**src/rtl/trig_pulse_tx_pkg.sv**
```systemverilog
// Shared types, default sizes and the saturating-increment helper for the
// coax trigger transmitter.
package trig_tx_pkg;

  localparam int TRIG_TW  = 8;
  localparam int TRIG_CW  = 32;
  localparam int TRIG_NCH = 16;

  typedef enum logic [1:0] {
    TX_IDLE,
    TX_PULSE,
    TX_HOLDOFF
  } tx_state_t;

  // Width-generic: callers widen to 64 bits and cast the result back.
  function automatic logic [63:0] sat_inc(input logic [63:0] value, input int unsigned width);
    logic [63:0] max_v;
    max_v = (width >= 64) ? {64{1'b1}} : ((64'd1 << width) - 64'd1);
    return (value >= max_v) ? max_v : value + 64'd1;
  endfunction

endpackage

```
**src/rtl/trig_pulse_tx_if.sv**
```systemverilog
// Control, coax and monitoring bundle of trig_pulse_tx. drop_out exists only
// when TRIG_TX_DROP_COUNT_EN is defined.
interface trig_pulse_tx_if #(
  parameter int NCH = trig_tx_pkg::TRIG_NCH,
  parameter int TW  = trig_tx_pkg::TRIG_TW,
  parameter int CW  = trig_tx_pkg::TRIG_CW
);
  logic [NCH-1:0] trig_req;
  logic [NCH-1:0] chan_en;
  logic           force_pulse;
  logic [TW-1:0]  pulse_width;
  logic [TW-1:0]  holdoff;
  logic [NCH-1:0] coax_out;
  logic [NCH-1:0] busy;
  logic [3:0]     cnt_sel;
  logic           cnt_clear;
  logic [CW-1:0]  cnt_out;
`ifdef TRIG_TX_DROP_COUNT_EN
  logic [CW-1:0]  drop_out;
`endif

  modport master (
    output trig_req, chan_en, force_pulse, pulse_width, holdoff, cnt_sel, cnt_clear,
`ifdef TRIG_TX_DROP_COUNT_EN
    input  drop_out,
`endif
    input  coax_out, busy, cnt_out
  );

  modport slave (
    input  trig_req, chan_en, force_pulse, pulse_width, holdoff, cnt_sel, cnt_clear,
`ifdef TRIG_TX_DROP_COUNT_EN
    output drop_out,
`endif
    output coax_out, busy, cnt_out
  );
endinterface

```
**src/rtl/trig_pulse_tx_chan.sv**
```systemverilog
// One coax channel: IDLE/PULSE/HOLDOFF sequencer with registered outputs and
// saturating sent (and, with TRIG_TX_DROP_COUNT_EN, dropped) fire counters.
module trig_tx_chan
  import trig_tx_pkg::*;
#(
  parameter int TW = TRIG_TW,
  parameter int CW = TRIG_CW
) (
  input  logic          clk_adc,
  input  logic          nrst,
  input  logic          fire_i,
  input  logic [TW-1:0] pulse_width_i,
  input  logic [TW-1:0] holdoff_i,
  input  logic          cnt_clear_i,
  output logic          coax_o,
  output logic          busy_o,
  output logic [CW-1:0] cnt_o
`ifdef TRIG_TX_DROP_COUNT_EN
  ,
  output logic [CW-1:0] drop_o
`endif
);

  tx_state_t     state_q;
  logic [TW-1:0] tmr_q;
  logic          coax_q;
  logic          busy_q;
  logic [CW-1:0] cnt_q;
  logic [CW-1:0] cnt_d;
  logic          accept;

  assign accept = fire_i && (state_q == TX_IDLE);
  assign cnt_d  = CW'(sat_inc(64'(cnt_q), CW));

  // Outputs are registered from the state, so the pin follows the state by one cycle.
  always_ff @(posedge clk_adc) begin
    if (!nrst) begin
      state_q <= TX_IDLE;
      tmr_q   <= '0;
      coax_q  <= 1'b0;
      busy_q  <= 1'b0;
    end else begin
      coax_q <= (state_q == TX_PULSE);
      busy_q <= (state_q != TX_IDLE);
      case (state_q)
        TX_IDLE: begin
          if (fire_i) begin
            tmr_q   <= (pulse_width_i == '0) ? TW'(1) : pulse_width_i;
            state_q <= TX_PULSE;
          end
        end
        TX_PULSE: begin
          if (tmr_q <= TW'(1)) begin
            if (holdoff_i == '0) begin
              state_q <= TX_IDLE;
            end else begin
              tmr_q   <= holdoff_i;
              state_q <= TX_HOLDOFF;
            end
          end else begin
            tmr_q <= tmr_q - TW'(1);
          end
        end
        TX_HOLDOFF: begin
          if (tmr_q <= TW'(1)) begin
            state_q <= TX_IDLE;
          end else begin
            tmr_q <= tmr_q - TW'(1);
          end
        end
        default: state_q <= TX_IDLE;
      endcase
    end
  end

  always_ff @(posedge clk_adc) begin
    if (!nrst || cnt_clear_i) begin
      cnt_q <= '0;
    end else if (accept) begin
      cnt_q <= cnt_d;
    end
  end

  assign coax_o = coax_q;
  assign busy_o = busy_q;
  assign cnt_o  = cnt_q;

`ifdef TRIG_TX_DROP_COUNT_EN
  logic [CW-1:0] drop_q;
  logic [CW-1:0] drop_d;
  logic          drop;

  assign drop   = fire_i && (state_q != TX_IDLE);
  assign drop_d = CW'(sat_inc(64'(drop_q), CW));

  always_ff @(posedge clk_adc) begin
    if (!nrst || cnt_clear_i) begin
      drop_q <= '0;
    end else if (drop) begin
      drop_q <= drop_d;
    end
  end

  assign drop_o = drop_q;
`endif

endmodule

```
**src/rtl/trig_pulse_tx.sv**
```systemverilog
// Coax trigger transmitter: input registers, rising-edge/force fire detect,
// NCH channel sequencers and registered counter readout (TRIG_TX_DROP_COUNT_EN adds drop counters).
module trig_pulse_tx
  import trig_tx_pkg::*;
#(
  parameter int NCH = TRIG_NCH,
  parameter int TW  = TRIG_TW,
  parameter int CW  = TRIG_CW
) (
  input  logic            clk_adc,
  input  logic            nrst,
  trig_pulse_tx_if.slave  bus
);

  logic [NCH-1:0] req_q;
  logic [NCH-1:0] req_dly_q;
  logic           force_q;
  logic [TW-1:0]  pw_q;
  logic [TW-1:0]  ho_q;
  logic [NCH-1:0] fire;
  logic [NCH-1:0] coax;
  logic [NCH-1:0] busy;
  logic [CW-1:0]  cnt_arr [16];
  logic [CW-1:0]  cnt_out_q;

  always_ff @(posedge clk_adc) begin
    if (!nrst) begin
      req_q     <= '0;
      req_dly_q <= '0;
      force_q   <= 1'b0;
      pw_q      <= '0;
      ho_q      <= '0;
    end else begin
      req_q     <= bus.trig_req;
      req_dly_q <= req_q;
      force_q   <= bus.force_pulse;
      pw_q      <= bus.pulse_width;
      ho_q      <= bus.holdoff;
    end
  end

  // A coincident edge and force strobe collapse into a single fire.
  assign fire = bus.chan_en & ((req_q & ~req_dly_q) | {NCH{force_q}});

`ifdef TRIG_TX_DROP_COUNT_EN
  logic [CW-1:0] drop_arr [16];
  logic [CW-1:0] drop_out_q;
`endif

  // Unused select slots above NCH read back as zero.
  genvar gi;
  generate
    for (gi = 0; gi < 16; gi++) begin : g_ch
      if (gi < NCH) begin : g_live
        logic [CW-1:0] cnt_w;
`ifdef TRIG_TX_DROP_COUNT_EN
        logic [CW-1:0] drop_w;
`endif
        trig_tx_chan #(.TW(TW), .CW(CW)) u_chan (
          .clk_adc       (clk_adc),
          .nrst          (nrst),
          .fire_i        (fire[gi]),
          .pulse_width_i (pw_q),
          .holdoff_i     (ho_q),
          .cnt_clear_i   (bus.cnt_clear),
          .coax_o        (coax[gi]),
          .busy_o        (busy[gi]),
          .cnt_o         (cnt_w)
`ifdef TRIG_TX_DROP_COUNT_EN
          ,
          .drop_o        (drop_w)
`endif
        );
        assign cnt_arr[gi] = cnt_w;
`ifdef TRIG_TX_DROP_COUNT_EN
        assign drop_arr[gi] = drop_w;
`endif
      end else begin : g_pad
        assign cnt_arr[gi] = '0;
`ifdef TRIG_TX_DROP_COUNT_EN
        assign drop_arr[gi] = '0;
`endif
      end
    end
  endgenerate

  always_ff @(posedge clk_adc) begin
    if (!nrst) begin
      cnt_out_q <= '0;
    end else begin
      cnt_out_q <= cnt_arr[bus.cnt_sel];
    end
  end

`ifdef TRIG_TX_DROP_COUNT_EN
  always_ff @(posedge clk_adc) begin
    if (!nrst) begin
      drop_out_q <= '0;
    end else begin
      drop_out_q <= drop_arr[bus.cnt_sel];
    end
  end

  assign bus.drop_out = drop_out_q;
`endif

  assign bus.coax_out = coax;
  assign bus.busy     = busy;
  assign bus.cnt_out  = cnt_out_q;

endmodule
```
**src/flat_wrapper.sv**
```systemverilog
// flat-port wrapper written by rule: the top's interface ports become plain ports
module trig_pulse_tx_flat import trig_tx_pkg::*;
#(
  parameter int NCH = TRIG_NCH,
  parameter int TW  = TRIG_TW,
  parameter int CW  = TRIG_CW
)
  (clk_adc, nrst, bus_trig_req, bus_chan_en, bus_force_pulse, bus_pulse_width, bus_holdoff, bus_cnt_sel, bus_cnt_clear, bus_coax_out, bus_busy, bus_cnt_out);
  trig_pulse_tx_if #(.NCH(NCH), .TW(TW), .CW(CW)) bus_i ();
  input  logic clk_adc;
  input  logic nrst;
  input wire logic [$bits(bus_i.trig_req)-1:0] bus_trig_req;
  input wire logic [$bits(bus_i.chan_en)-1:0] bus_chan_en;
  input wire logic [$bits(bus_i.force_pulse)-1:0] bus_force_pulse;
  input wire logic [$bits(bus_i.pulse_width)-1:0] bus_pulse_width;
  input wire logic [$bits(bus_i.holdoff)-1:0] bus_holdoff;
  input wire logic [$bits(bus_i.cnt_sel)-1:0] bus_cnt_sel;
  input wire logic [$bits(bus_i.cnt_clear)-1:0] bus_cnt_clear;
  output wire logic [$bits(bus_i.coax_out)-1:0] bus_coax_out;
  output wire logic [$bits(bus_i.busy)-1:0] bus_busy;
  output wire logic [$bits(bus_i.cnt_out)-1:0] bus_cnt_out;
  assign bus_i.trig_req = bus_trig_req;
  assign bus_i.chan_en = bus_chan_en;
  assign bus_i.force_pulse = bus_force_pulse;
  assign bus_i.pulse_width = bus_pulse_width;
  assign bus_i.holdoff = bus_holdoff;
  assign bus_i.cnt_sel = bus_cnt_sel;
  assign bus_i.cnt_clear = bus_cnt_clear;
  assign bus_coax_out = bus_i.coax_out;
  assign bus_busy = bus_i.busy;
  assign bus_cnt_out = bus_i.cnt_out;
  trig_pulse_tx #(.NCH(NCH), .TW(TW), .CW(CW)) u_core (.clk_adc(clk_adc), .nrst(nrst), .bus(bus_i));
endmodule
```
**config.mk**
```make
export PLATFORM = sky130hd
export DESIGN_NAME = trig_pulse_tx_flat
export DESIGN_NICKNAME = d
export VERILOG_FILES = /design/src/rtl/trig_pulse_tx_pkg.sv /design/src/rtl/trig_pulse_tx_if.sv /design/src/rtl/trig_pulse_tx_chan.sv /design/src/rtl/trig_pulse_tx.sv /design/src/flat_wrapper.sv
export SDC_FILE = /design/constraint.sdc
export NUM_CORES = 2
export LEC_CHECK = 0
export CORE_ASPECT_RATIO = 0.6
export CORE_UTILIZATION = 45
export CTS_CLUSTER_SIZE = 16
export DETAILED_ROUTE_END_ITERATION = 10
export DONT_BUFFER_PORTS = 1
export GPL_ROUTABILITY_DRIVEN = 1
export GPL_TIMING_DRIVEN = 0
export SETUP_SLACK_MARGIN = 0.1
export SLEW_MARGIN = 15
export SYNTH_ARGS = -nofsm -noshare
export SYNTH_HDL_FRONTEND = slang
export SYNTH_HIERARCHICAL = 1
export SYNTH_SLANG_ARGS = --single-unit
```
**constraint.sdc**
```tcl
create_clock -name clk_adc -period 3 [get_ports clk_adc]
set_clock_uncertainty 0.05 [all_clocks]
set_input_delay 0.75 -clock clk_adc [delete_from_list [all_inputs] [get_ports clk_adc]]
set_output_delay 0.75 -clock clk_adc [all_outputs]
set_load 0.05 [all_outputs]
```
## After elaboration in Yosys (flattened, before gate mapping)

Cells that the tools add are included.

| word-level totals | value |
|---|---|
| register bits after elaboration | 785 |
| bits of input ports | 56 |
| output and inout bits | 64 |

| operators by class | value |
|---|---|
| add/sub/neg operators | 32 |
| magnitude comparators | 33 |
| equal/unequal tests | 112 |
| muxes and demuxes | 150 |
| bitwise gates (word level) | 5 |
| reductions and logical operators | 100 |

Operators with widths:

| operator | number |
|---|---|
| $mux 32 | 18 |
| $add 32x1->32 const B | 16 |
| $ge 32x32->1 const B | 16 |
| $mux 8 | 50 |
| $pmux 8 s3 | 16 |
| $bmux 32 s4 | 1 |
| $le 8x1->1 const B | 16 |
| $sub 8x1->8 const B | 16 |
| $mux 2 | 49 |
| $pmux 2 s3 | 16 |
| $ne 2x1->1 const B | 32 |
| $ne 2x2->1 const B | 32 |
| $reduce_and 4->1 | 16 |
| $ne 3x3->1 const B | 16 |
| $reduce_and 3->1 | 16 |
| $reduce_bool 3->1 | 16 |
| $and 16x16->16 | 2 |
| $eq 2x1->1 const B | 16 |
| $eq 2x2->1 const B | 16 |
| $logic_not 2->1 | 16 |
| $reduce_bool 2->1 | 16 |
| $logic_and 1x1->1 | 16 |
| $logic_not 8->1 | 2 |
| $not 16->16 | 1 |
| 5 further kinds | 5 |

## Logic depth before layout (Yosys ltp)

| depth | value |
|---|---|
| depth in word-level cells | 6 |
| gate-level depth with buffers | 9 |
| gate-level depth less buffers | 7 |

## Hierarchy

The synthesis kept the hierarchy.

By module, submodules not included:

| module | instances | cells an instance | area an instance (µm²) | sequential area each (µm²) |
|---|---|---|---|---|
| trig_tx_chan (u_core.g_ch[0].g_live.u_chan ...) | 14 | 302 | 2464.9 | 880.8 |
| trig_pulse_tx | 1 | 717 | 6692.7 | 1621.6 |
| trig_tx_chan (u_core.g_ch[9].g_live.u_chan) | 1 | 306 | 2496.1 | 880.8 |
| trig_tx_chan (u_core.g_ch[5].g_live.u_chan) | 1 | 304 | 2489.9 | 880.8 |

## Worst setup path before layout

Ideal clock, no wire load.

| timing path | value |
|---|---|
| kind | register to register |
| start | reg u_core.force_q |
| end | reg u_core.g_ch[5].g_live.u_chan.cnt_q[30] |
| setup time | 0.132 ns |
| arrival | 2.284 ns |
| path slack | 0.534 ns |
| cell stages (with the launch flop) | 10 |
| buffers on the path | 3 |
| path through | dfxtp_1 -> clkbuf_1 -> clkbuf_1 -> o21a_1 -> nand4_1 -> or3_1 -> clkbuf_1 -> nor4_1 -> xnor2_1 -> a21oi_1 |

| on the way | value |
|---|---|
| word-level cells in the longest chain between the ends | 3 |

Ends and longest elaborated chain:

| element | RTL line | RTL |
|---|---|---|
| start: declaration | trig_pulse_tx.sv:17 | `logic force_q;` |
| start signal: assignment | trig_pulse_tx.sv:36 | `force_q <= bus.force_pulse;` |
| $or 16x16->16 | trig_pulse_tx.sv:43 | `assign fire = bus.chan_en & ((req_q & ~req_dly_q) \| {NCH{force_q}});` |
| $and 16x16->16 | trig_pulse_tx.sv:43 |  |
| net u_core.fire[5] | trig_pulse_tx.sv:20 | `logic [NCH-1:0] fire;` |
| $logic_and 1x1->1 | trig_pulse_tx_chan.sv:32 | `assign accept = fire_i && (state_q == TX_IDLE);` |
| end signal: assignment | trig_pulse_tx_chan.sv:80 | `cnt_q <= cnt_d;` |
| end: declaration | trig_pulse_tx_chan.sv:28 | `logic [CW-1:0] cnt_q;` |

The timed path passes the listed nets, and every way through them passes these cells.
A chain may end at the register's enable or synchronous reset.

## Worst setup path after layout

| timing path | value |
|---|---|
| start | reg u_core.force_q |
| end | reg u_core.g_ch[8].g_live.u_chan.cnt_q[26] |

| on the way | value |
|---|---|
| word-level cells in the longest chain between the ends | 3 |

Ends and longest elaborated chain:

| element | RTL line |
|---|---|
| $or 16x16->16 | trig_pulse_tx.sv:43 |
| $and 16x16->16 | trig_pulse_tx.sv:43 |
| net u_core.fire[8] | trig_pulse_tx.sv:20 |
| $logic_and 1x1->1 | trig_pulse_tx_chan.sv:32 |
| end signal: assignment | trig_pulse_tx_chan.sv:80 |
| end: declaration | trig_pulse_tx_chan.sv:28 |

The timed path passes the listed nets, and every way through them passes these cells.

==> impl_metrics.yaml <==
synthesis:
  ys_types: 57
  synthSimpleGateAreaFrac_pct: 24.3
  ys_seq_area_share_pct: 34.0
  synth_top_family_by_area: "simple AND/OR/NAND/NOR gates"
  synth_edf_count: 0
  synth_top_cells_by_area: "dfxtp_1 (34%), mux2i_1 (6.7%), a21oi_1 (6.1%)"
  synthArstFlopShare_pct: 0
  syn_area_um2: 46200
  syn-mean-instance-area_um2: 8.31
  post_synth_fa_ha_maj_area_fraction_pct: 2.60
  yosys_warnings: 6
  synth_mux_area_share_pct: 7.17
  synthXorXnorAreaFrac_pct: 8.23
  yosysTopAreaCellShare_pct: 34.0
  ys_seq_elements: 785
  netlist_instances: 5555
  syn-num-nets: 5707
  synth_compound_area_share_pct: 18.4
  synth_largest_area_cell: "dfxtp_1"
  synthFlopType: "dfxtp_1"
global_route:
  gr-usage-all-layers_pct: 31.2
  antenna_found_initial: 2
  grt-ovfl-total: 0
  grt_pass1_vias: 39600
  grt_pass1_wl_mm: 252
  met1_usage_pct: 48.5
  grt_start_max_net_pins: 74
  grt_use_met3_pct: 10.5
  grt_use_met2_pct: 39.4
  grt_busiest_layer: "met1"
drt:
  wire_per_inst_um: 23.9
  num_vias: 44800
  wirelength_mm: 169
  ant_nets: 0
  vias_per_cell: 6.35
  drt_iter0_markers: 5802
  dr.pass1.iters: 8
  drcViolationCount: 0
clock_network:
  root_buffer: "clkbuf_16"
  ctsHoldBuffers: 0
  worstSkewPairLatency_ns: 0.69
  clock_path_buffers: 3
  numCtsBuffers: 80
  clk_pin_slew_ns: 0.08
  clock-sinks: 785
  htree_num_levels: 3
  tritoncts: "built"
placed_design:
  place_hpwl_mm: 125
  io_buffers: 0
  dp.cells: 6904
  place_congestion: 1.02
  dpl-instance-area_um2: 48200
die:
  core_um2: 101000
  num_io_pins: 120
  die_h_um: 250
  rows: 90
  dieArea_um2: 104000
  start_util_pct: 45.7
  die_w_um: 416
critical_path:
  crit_chain: "clkbuf_2 > clkbuf_8 > o21a_4 > and4_1 > nand4_1 > or2_1 > clkbuf_1 > clkbuf_1 > a21oi_1"
  crit_fanout: 10
  cp.arrival_ns: 3.36
  slowest_delay_ns: 0.55
  cp_slowest_cell: "clkbuf_1"
  worstSetupEndpointType: "flop"
  cp_data_required_time_ns: 3.50
  crit_path_frequent_cell: "clkbuf_1"
  worstSetupPathType: "reg2reg"
  start_kind: "flop"
status:
  status: "completed"
power_and_ir_drop:
  pwr-share-comb_pct: 21.0
  pwr-share-seq_pct: 40.2
  pwr_density_cell_nw_per_um2: 554
  leakage_nw: 17.6
  p_switching_w: 0.00889
  p_int_w: 0.0195
  peakVddDrop_mv: 0.466
  swShare_pct: 31.3
  p_clk_share_pct: 38.8
cells_and_area:
  diodes: 0
  layout_commonest_cell: "dfxtp_1"
  finalNetCount: 5808
  mostFrequentLayoutCells: "dfxtp_1 (769), a21oi_1 (559), nor2_1 (364)"
  area_growth_pct: 11.0
  final_cells: 7049
  final_area_um2: 51300
  drive_above_1_share_pct: 7.44
sta:
  drv_slew: 0
  rsz0062_at_grt: "yes"
  finalSetupViolations: 0
  fmax_ghz: 0.350
  hold_viol_final: 0
  period_share_pct: 95.3
  fin_crit_ns: 2.86
  tightest_slew_ns: 1.04
  max-slew-margin-rel_pct: 30.8
  hold_ws_ns: 0.143
worst_hold_path:
  hp-class: "in2reg"
run:
  maxCapViolations: 0
per-stage QoR:
step | utilization, % | power (W) | TNS [ns] | setup slack, ns
final | 50.7 | 0.0284 | 0 | 0.142
after global routing | 50.7 | 0.0295 | 0 | 0.0717
after CTS | 50.6 | 0.0284 | 0 | 0.110
after detailed placement | 47.7 | 0.0174 | -131.75 | -0.861
after global placement | 47.3 | 0.0173 | -140.94 | -0.840
after floorplan | - | 0.0159 | 0 | 0.534
worst max-delay path, delay by kind of cell (launching register included):
family	cells	cell delay (ns)
DFF	1	0.30
buffers and inverters	4	1.36
AOI/OAI and AO/OA	2	0.46
and+or+nand+nor	3	0.56
final cells by class:
class | instances | area (µm²)
plain buffers | 278 | 1510
well taps | 1334 | 1670
multi-input cells | 4240 | 28200
repair buffers | 19 | 375
fillers | 9698 | 49900
flip-flops and latches | 785 | 15700
clock inverters | 32 | 470
inverters | 252 | 946
clock buffers | 109 | 2330
layer usage:
metal  vias up  share of wire [%]  wire length [µm]
li1      20700                  -                 -
met1     21400                 47             79900
met2      2405                 37             62600
met3       258                 13             21900
met4         2                2.6              4420
met5         -             0.0089                15
state kept, by name (all words and copies together) (netlist names):
register                           flops
u_core/bus.cnt_out                    32
u_core/force_q                         1
u_core/g_ch.g_live.u_chan/busy_o      16
u_core/g_ch.g_live.u_chan/cnt_o      512
u_core/g_ch.g_live.u_chan/coax_o      16
u_core/g_ch.g_live.u_chan/state_q     32
u_core/g_ch.g_live.u_chan/tmr_q      128
u_core/ho_q                            8
u_core/pw_q                            8
u_core/req_dly_q                      16
u_core/req_q                          16
power groups by stage:
stage / Clock (W) / Sequential, W / Combinational, W
after floorplan: 0 / 0.0115 / 0.00436
after global placement: 0 / 0.0117 / 0.00555
after detailed placement: 0 / 0.0116 / 0.00576
after CTS: 0.0112 / 0.0114 / 0.00579
after global routing: 0.0116 / 0.0114 / 0.00642
final: 0.0110 / 0.0114 / 0.00596
cells by family (layout without fill, tap and decap cells):
kind of cell,Yosys count,after routing
buffers and inverters,530,690
AOI/OAI and AO/OA,1325,1325
muxes,323,323
adders and majority gates,96,96
DFF,785,785
xor gates and xnor gates,434,434
and+or+nand+nor,2062,2062
path summary, 6_finish.rpt:
kind / slack, ns / from / cells past startpoint / endpoint
worst max-delay path: 0.14 / u_core/force_q / 9 / u_core/g_ch[8].g_live.u_chan/cnt_o[26]
worst min-delay path: 0.14 / bus_trig_req[8] / 1 / u_core/req_q[8]
worst max register to register: 0.14 / u_core/force_q / 9 / u_core/g_ch[8].g_live.u_chan/cnt_o[26]
worst min register to register: 0.40 / u_core/req_q[1] / 1 / u_core/req_dly_q[1]
synthesized netlist by cell type, drive strengths merged, types with 17 or more instances:
cell	number
dfxtp	785
a21oi	559
nor2	365
nand2	324
mux2i	307
nand3	269
inv	252
xor2	243
nand4	232
clkbuf	208
o21ai	191
xnor2	191
nor3	175
nor4	145
a22oi	128
o32ai	112
and3	96
ha	96
and2	83
o21a	80
buf	70
and4	68
o22ai	64
or4	62
nor2b	52
or3	48
or2	45
o211a	43
a211oi	34
nand2b	34
nor3b	33
a31oi	32
a221oi	31
a41o	17
repair_timing:
action,CTS,global route
resized for setup,41,29
endpoints found under the setup margin,426,123
setup buffers,4,0
pin swaps,2,0
No activity file was read; power rests on OpenSTA's default activity.
